===== src/rtl/snake_body.sv =====
// snake_body: per-player movement engine. Shifts the segment positions one
// cell per game tick, applying direction changes, growth and stop.
module snake_body #(
  parameter int MAX_LEN = 10,
  parameter int SEG_W = 16,
  parameter int POS_W = 10,
  parameter logic [POS_W-1:0] INIT_POS = '0,
  parameter logic [1:0] INIT_DIR = 2'd1
) (
  input  logic                     clk,
  input  logic                     rst,
  input  logic                     start,
  input  logic                     step,
  input  logic [1:0]               dir_in,
  input  logic                     dir_valid,
  input  logic                     grow,
  input  logic                     stop,
  output logic [MAX_LEN*SEG_W-1:0] snake_out,
  output logic [3:0]               length,
  output logic                     running,
  output logic                     step_done
);

  typedef enum logic [1:0] {
    S_IDLE,
    S_RUN,
    S_DEAD
  } state_t;

  state_t           state_q, state_d;
  logic [POS_W-1:0] body_q [MAX_LEN];
  logic [POS_W-1:0] body_d [MAX_LEN];
  logic [3:0]       len_q, len_d;
  logic [1:0]       dir_q, dir_d;
  logic [1:0]       pdir_q, pdir_d;
  logic             grow_q, grow_d;
  logic             done_q, done_d;

  logic [4:0]       hx, hy;
  logic [4:0]       nx, ny;
  logic [POS_W-1:0] head_nxt;
  logic             rev;

  assign hx = body_q[0][4:0];
  assign hy = body_q[0][9:5];

  // 5-bit arithmetic gives the 32-cell wrap for free
  always_comb begin
    nx = hx;
    ny = hy;
    unique case (pdir_q)
      2'd0: ny = hy - 5'd1;
      2'd1: nx = hx + 5'd1;
      2'd2: ny = hy + 5'd1;
      2'd3: nx = hx - 5'd1;
    endcase
    head_nxt = '0;
    head_nxt[9:0] = {ny, nx};
  end

  assign rev = (len_q > 4'd1) && (dir_in == (dir_q ^ 2'b10));

  always_comb begin
    state_d = state_q;
    body_d  = body_q;
    len_d   = len_q;
    dir_d   = dir_q;
    pdir_d  = pdir_q;
    grow_d  = grow_q;
    done_d  = 1'b0;
    if (start) begin
      state_d = S_RUN;
      for (int i = 0; i < MAX_LEN; i++) body_d[i] = INIT_POS;
      len_d  = 4'd1;
      dir_d  = INIT_DIR;
      pdir_d = INIT_DIR;
      grow_d = 1'b0;
    end else if (state_q == S_RUN) begin
      if (dir_valid && !rev) pdir_d = dir_in;
      if (grow) grow_d = 1'b1;
      if (stop) begin
        state_d = S_DEAD;
      end else if (step) begin
        for (int i = 1; i < MAX_LEN; i++) body_d[i] = body_q[i-1];
        body_d[0] = head_nxt;
        dir_d = pdir_q;
        if ((grow_q || grow) && (len_q < 4'(MAX_LEN)))
          len_d = len_q + 4'd1;
        grow_d = 1'b0;
        done_d = 1'b1;
      end
    end
  end

  always_ff @(posedge clk or posedge rst) begin
    if (rst) begin
      state_q <= S_IDLE;
      for (int i = 0; i < MAX_LEN; i++) body_q[i] <= INIT_POS;
      len_q  <= 4'd1;
      dir_q  <= INIT_DIR;
      pdir_q <= INIT_DIR;
      grow_q <= 1'b0;
      done_q <= 1'b0;
    end else begin
      state_q <= state_d;
      for (int i = 0; i < MAX_LEN; i++) body_q[i] <= body_d[i];
      len_q  <= len_d;
      dir_q  <= dir_d;
      pdir_q <= pdir_d;
      grow_q <= grow_d;
      done_q <= done_d;
    end
  end

  for (genvar g = 0; g < MAX_LEN; g++) begin : g_out
    assign snake_out[g*SEG_W +: SEG_W] =
      {{(SEG_W-POS_W){1'b0}}, body_q[g]};
  end

  assign length    = len_q;
  assign running   = (state_q == S_RUN);
  assign step_done = done_q;

endmodule


===== config.mk =====
export PLATFORM = sky130hd
export DESIGN_NAME = snake_body
export DESIGN_NICKNAME = d
export VERILOG_FILES = /design/src/rtl/snake_body.sv
export SDC_FILE = /design/constraint.sdc
export NUM_CORES = 1
export LEC_CHECK = 0
export CAP_MARGIN = 20
export CORE_ASPECT_RATIO = 1.4
export CORE_MARGIN = 1.5
export CORE_UTILIZATION = 40
export CTS_CLUSTER_DIAMETER = 80
export DETAILED_ROUTE_END_ITERATION = 16
export PLACE_DENSITY = 0.68
export SYNTH_ARGS = -nofsm -noshare
export SYNTH_HDL_FRONTEND = slang
export SYNTH_SLANG_ARGS = --single-unit
export TNS_END_PERCENT = 30

===== constraint.sdc =====
create_clock -name clk -period 4.4 [get_ports clk]
set_input_delay 0.66 -clock clk [delete_from_list [all_inputs] [get_ports clk]]
set_output_delay 0.66 -clock clk [all_outputs]
set_load 0.005 [all_outputs]

==> results by stage <==
Critical path:
- By startpoint and endpoint, the worst setup path is classified as in2reg.
- The worst setup path is launched from an input port.
- The critical path contains buffers and inverters numbering 2 combined.
- For flop-to-flop paths, the worst setup slack is 2.08 ns.
- The worst register-to-register path has a depth of 6.
- The endpoint of the worst register-to-register path is snake_out[8]$_DFFE_PP0P_.
- The kind of end point of the critical path is a register.
- Along the worst path, the maximum fanout reaches 74.
- Data on the critical path arrives at its endpoint at 2.74 ns.
- The endpoint required time on the critical path is 4.68 ns.
- The delay of the slowest cell on the worst path is 0.69 ns.
- Broken down by cell family, the worst path's largest delay share belongs to simple AND/OR/NAND/NOR gates.
- The slowest cell on the critical path is sky130_fd_sc_hd__nand3b_1.
- Walking the worst path, the cells encountered are clkdlybuf4s50_1 > nand3b_1 > buf_12 > nor2_1 > nand4b_1 > nand3_1.
- In this run the critical register-to-register path is launched from state_q[1]$_DFFE_PP0P_.

Placed design:
- Once detailed placement completed, the half-perimeter wirelength came to 8050 um.
- The number of buffer cells added on primary ports is 114.
- The congestion estimate from routability-driven global placement came to 0.774.

Synth:
- In this run the biggest area consumer among cell types represents 51.8% of the synthesized area.
- Summing the areas of all compound-gate instances in the mapped netlist gives 12.2% of the synthesized area.
- The post-synthesis async set-or-reset flop share is 100%.
- The share of synthesized cell area in full adder, half adder and majority cells is 2.14%.
- Averaged over all synthesized cells, the footprint is 8.99 um2.
- The share of synthesized cell area in and, or, nand and nor gates is 17.6%.
- By area, the combinational part of the netlist is dominated by simple AND/OR/NAND/NOR gates.
- In the synthesized netlist, the number of instances is 586.
- The fraction of the yosys area taken by sequential cells is 53.3%.
- The most used flip-flop cell after synthesis is sky130_fd_sc_hd__dfrtp_1.
- The flip-flop and latch count after synthesis is 112.
- Of all cell types, the one taking the most synthesized area is sky130_fd_sc_hd__dfrtp_1.
- After synthesis, the share of cell area in mux cells is 0.570%.
- The parity-gate share of the synthesized area counting xor and xnor cells is 2.30%.
- Counting distinct cell types in the post-synthesis netlist gives 39.
- Ranked by total cell area, the synthesized netlist is headed by sky130_fd_sc_hd__dfrtp_1, sky130_fd_sc_hd__nand2_1, sky130_fd_sc_hd__a21oi_1.
- Yosys printed 0 warnings.
- The count of flip-flops with a built-in enable after synthesis is 0.
- The total standard cell area after synthesis is 0.00527 mm2.

Finish:
- The library cell used most frequently in the layout, excluding fill and tap cells, is sky130_fd_sc_hd__nand2_1.
- The fill cell instance count of the final layout is 1240.
- The top cell types in the final layout, fill and taps aside, are sky130_fd_sc_hd__nand2_1, sky130_fd_sc_hd__clkdlybuf4s50_1, sky130_fd_sc_hd__dfrtp_1, sky130_fd_sc_hd__a21oi_1, sky130_fd_sc_hd__conb_1.
- The net count of the finished layout is 697.
- The share of cells above drive strength 1 is 4.53%.
- The area added between synthesis and finish is 25.2%.
- The number of antenna diodes in the final layout is 0.

Clock network:
- Clock-pin slew was measured on the worst setup and hold paths at 0.07 ns.
- The number of hold buffers added after CTS is 0.
- The deepest level of the CTS H-tree is 3.
- The tree is rooted in a sky130_fd_sc_hd__clkbuf_16.
- Once the clock tree was built, the resizer swapped 0 gates to a different size.
- In this run the post-CTS setup repair buffer count came out at 0.
- The deepest clock path buffer count is 2.
- The number of clock sinks seen by CTS is 112.
- The TritonCTS clock tree is built.
- The insertion delay of the later-clocked pin in the worst-skew pair is 0.35 ns.
- The total CTS buffers is 9.

Die:
- From bottom edge to top edge, the die measures 139 um.
- The floorplan die area is 0.0139 mm2.
- The die extent in x is 100 um.
- The total area inside the core boundary comes to 0.0129 mm2.
- Once the floorplan was initialized, standard cells occupied 40.9% of the core.
- The I/O pin total is 175.
- The number of placement rows is 49.

Routing:
- The pre-antenna-repair detailed-routing pass consisted of 4 iterations.
- After detailed routing, no signal wire sits above met4.
- The post-detailed-routing wire length is 12100 um.
- In the routed design, unresolved DRC markers number 0.
- The total vias in the final route is 4115.
- Detailed routing placed a total of 6230 um of wire on met2.
- For this block, wires on met1 add up to 4950 um.
- The detail-routed via count per cell is 4.92.
- The met3 layer wire length in the routed design is 649 um.
- The average wire per cell in the routed design is 14.4 um.
- The count of nets left with antenna violations once routing finished came out at 0.
- After the first detailed-routing iteration, the DRC count stood at 162.

Power and ir drop:
- VDD sags by at most 0.182 mV.
- The leakage power figure is 2.79 nW.
- The total power consumption of the routed design is 0.00201 W.
- The power per unit of standard cell area is 305 mW/mm2.

Timing:
- The total negative slack is 0 ns.
- Setup repair after global routing left no endpoint under its margin.
- The worst slew margin relative to its limit is 42.2%.
- Setup violations remaining at the end of the flow were counted as 0.
- Counting I/O delays and the setup requirement, the final critical path takes 2.46 ns.
- The max-slew violation count is 0.
- For the pin with the worst max-slew slack, the measured transition is 0.864 ns.
- The smallest hold slack is 0.520 ns.
- The maximum clock rate is 407 MHz.
- The final count of hold timing violations is 0.
- Of the available clock period, the critical path in the final layout requires 55.9%.
- The largest clock skew in the final design is 0.0119 ns.

Min path:
- The cell depth of the worst min-delay path is 2.
- The min-delay analysis places its worst path in the category reg2reg.
- The worst-case hold path end point is snake_out[151]$_DFFE_PP0P_.
- The beginning of the worst hold path is snake_out[151]$_DFFE_PP0P_.

GRT:
- The leftover overflow at the end of global routing is 0.
- The number of global-route vias before repair is 3864.
- The total routing usage reported by global routing is 17.9%.
- Entering global routing, the biggest net connects 115 pins.
- The initial antenna violation count is 0.
- The first-pass GRT wire length is 19800 um.

Run status:
- The flow ran to the end, and the final reports show no timing, DRC or antenna violations.

Job:
- The total of max-cap violations is 0.
## area by class of cell
type / count / area, um2 / share of cell area [%]
Multi-Input combinational cell: 433 / 2060 / 31.2
Sequential cell: 112 / 2810 / 42.5
Clock buffer: 9 / 225 / 3.41
Inverter: 4 / 17.5 / 0.266
Timing Repair Buffer: 119 / 1230 / 18.6
Clock inverter: 7 / 67.6 / 1.02
Tap cell: 153 / 191 / 2.90
## Yosys cell counts, drive strengths merged (3+ instances only)
library cell / instances
nor3: 4
clkbuf: 18
o21ai: 5
inv: 4
xnor2: 7
nand2: 191
xor2: 6
mux2i: 3
ha: 9
dfrtp: 109
a21oi: 99
nor2: 18
buf: 78
dfstp: 3
nand2b: 3
## registers in the layout, indices dropped and copies added, names as in the netlist
name,flops
grow_q,1
snake_out,100
pdir_q,2
state_q,2
step_done,1
length,4
dir_q,2
## kinds of logic after synthesis
kind of cell             count (synthesis)
XOR/XNOR                                13
AO/OA/AOI/OAI                          119
adder cells (fa/ha/maj)                  9
flip-flops                             112
buffers and inverters                  100
other                                    1
multiplexers                             3
AND/OR/NAND/NOR                        229
## worst reg2reg max path, delay by kind of cell (launching register included)
kind	cells	cell delay, ns
buffers and inverters	1	0.48
flip-flops	1	0.40
AND/OR/NAND/NOR	5	1.38
## report_power, final
group	switching, W	leakage, nW	internal (W)
sequential	0.0000148	1.55	0.00104
combinational	0.000107	1.09	0.0000506
clock	0.000399	0.146	0.000401
## how the worst max path moves through the flow
stage / start / to / slack, ns / cells past startpoint
2_1_floorplan: rst / dir_q[1]$_DFFE_PP0P_ / 0.79 / 1
3_3_place_gp: stop / snake_out[4]$_DFFE_PP0P_ / 1.58 / 6
3_5_place_dp: stop / snake_out[4]$_DFFE_PP0P_ / 1.54 / 6
4_1_cts: stop / snake_out[4]$_DFFE_PP0P_ / 1.93 / 6
5_1_grt: stop / snake_out[4]$_DFFE_PP0P_ / 1.78 / 6
6_report: stop / snake_out[8]$_DFFE_PP0P_ / 1.94 / 6
## stage by stage
step | setup WS, ns | util [%] | std cells | cell area [um2]
6_report | 1.94 | 51.2 | 837 | 6600
5_1_grt | 1.78 | 51.2 | 837 | 6600
4_1_cts | 1.93 | 50.8 | 835 | 6540
3_5_place_dp | 1.54 | 48.5 | 819 | 6250
3_3_place_gp | 1.58 | 48.5 | 819 | 6250
2_1_floorplan | 0.786 | - | 645 | 5490
## metal layers
layer	GRT usage (%)	vias up
met4	7.34	0
met2	30.8	148
met5	0	-
met3	3.33	13
li1	-	1971
met1	21.7	1983
(Power assumes the default switching activity.)
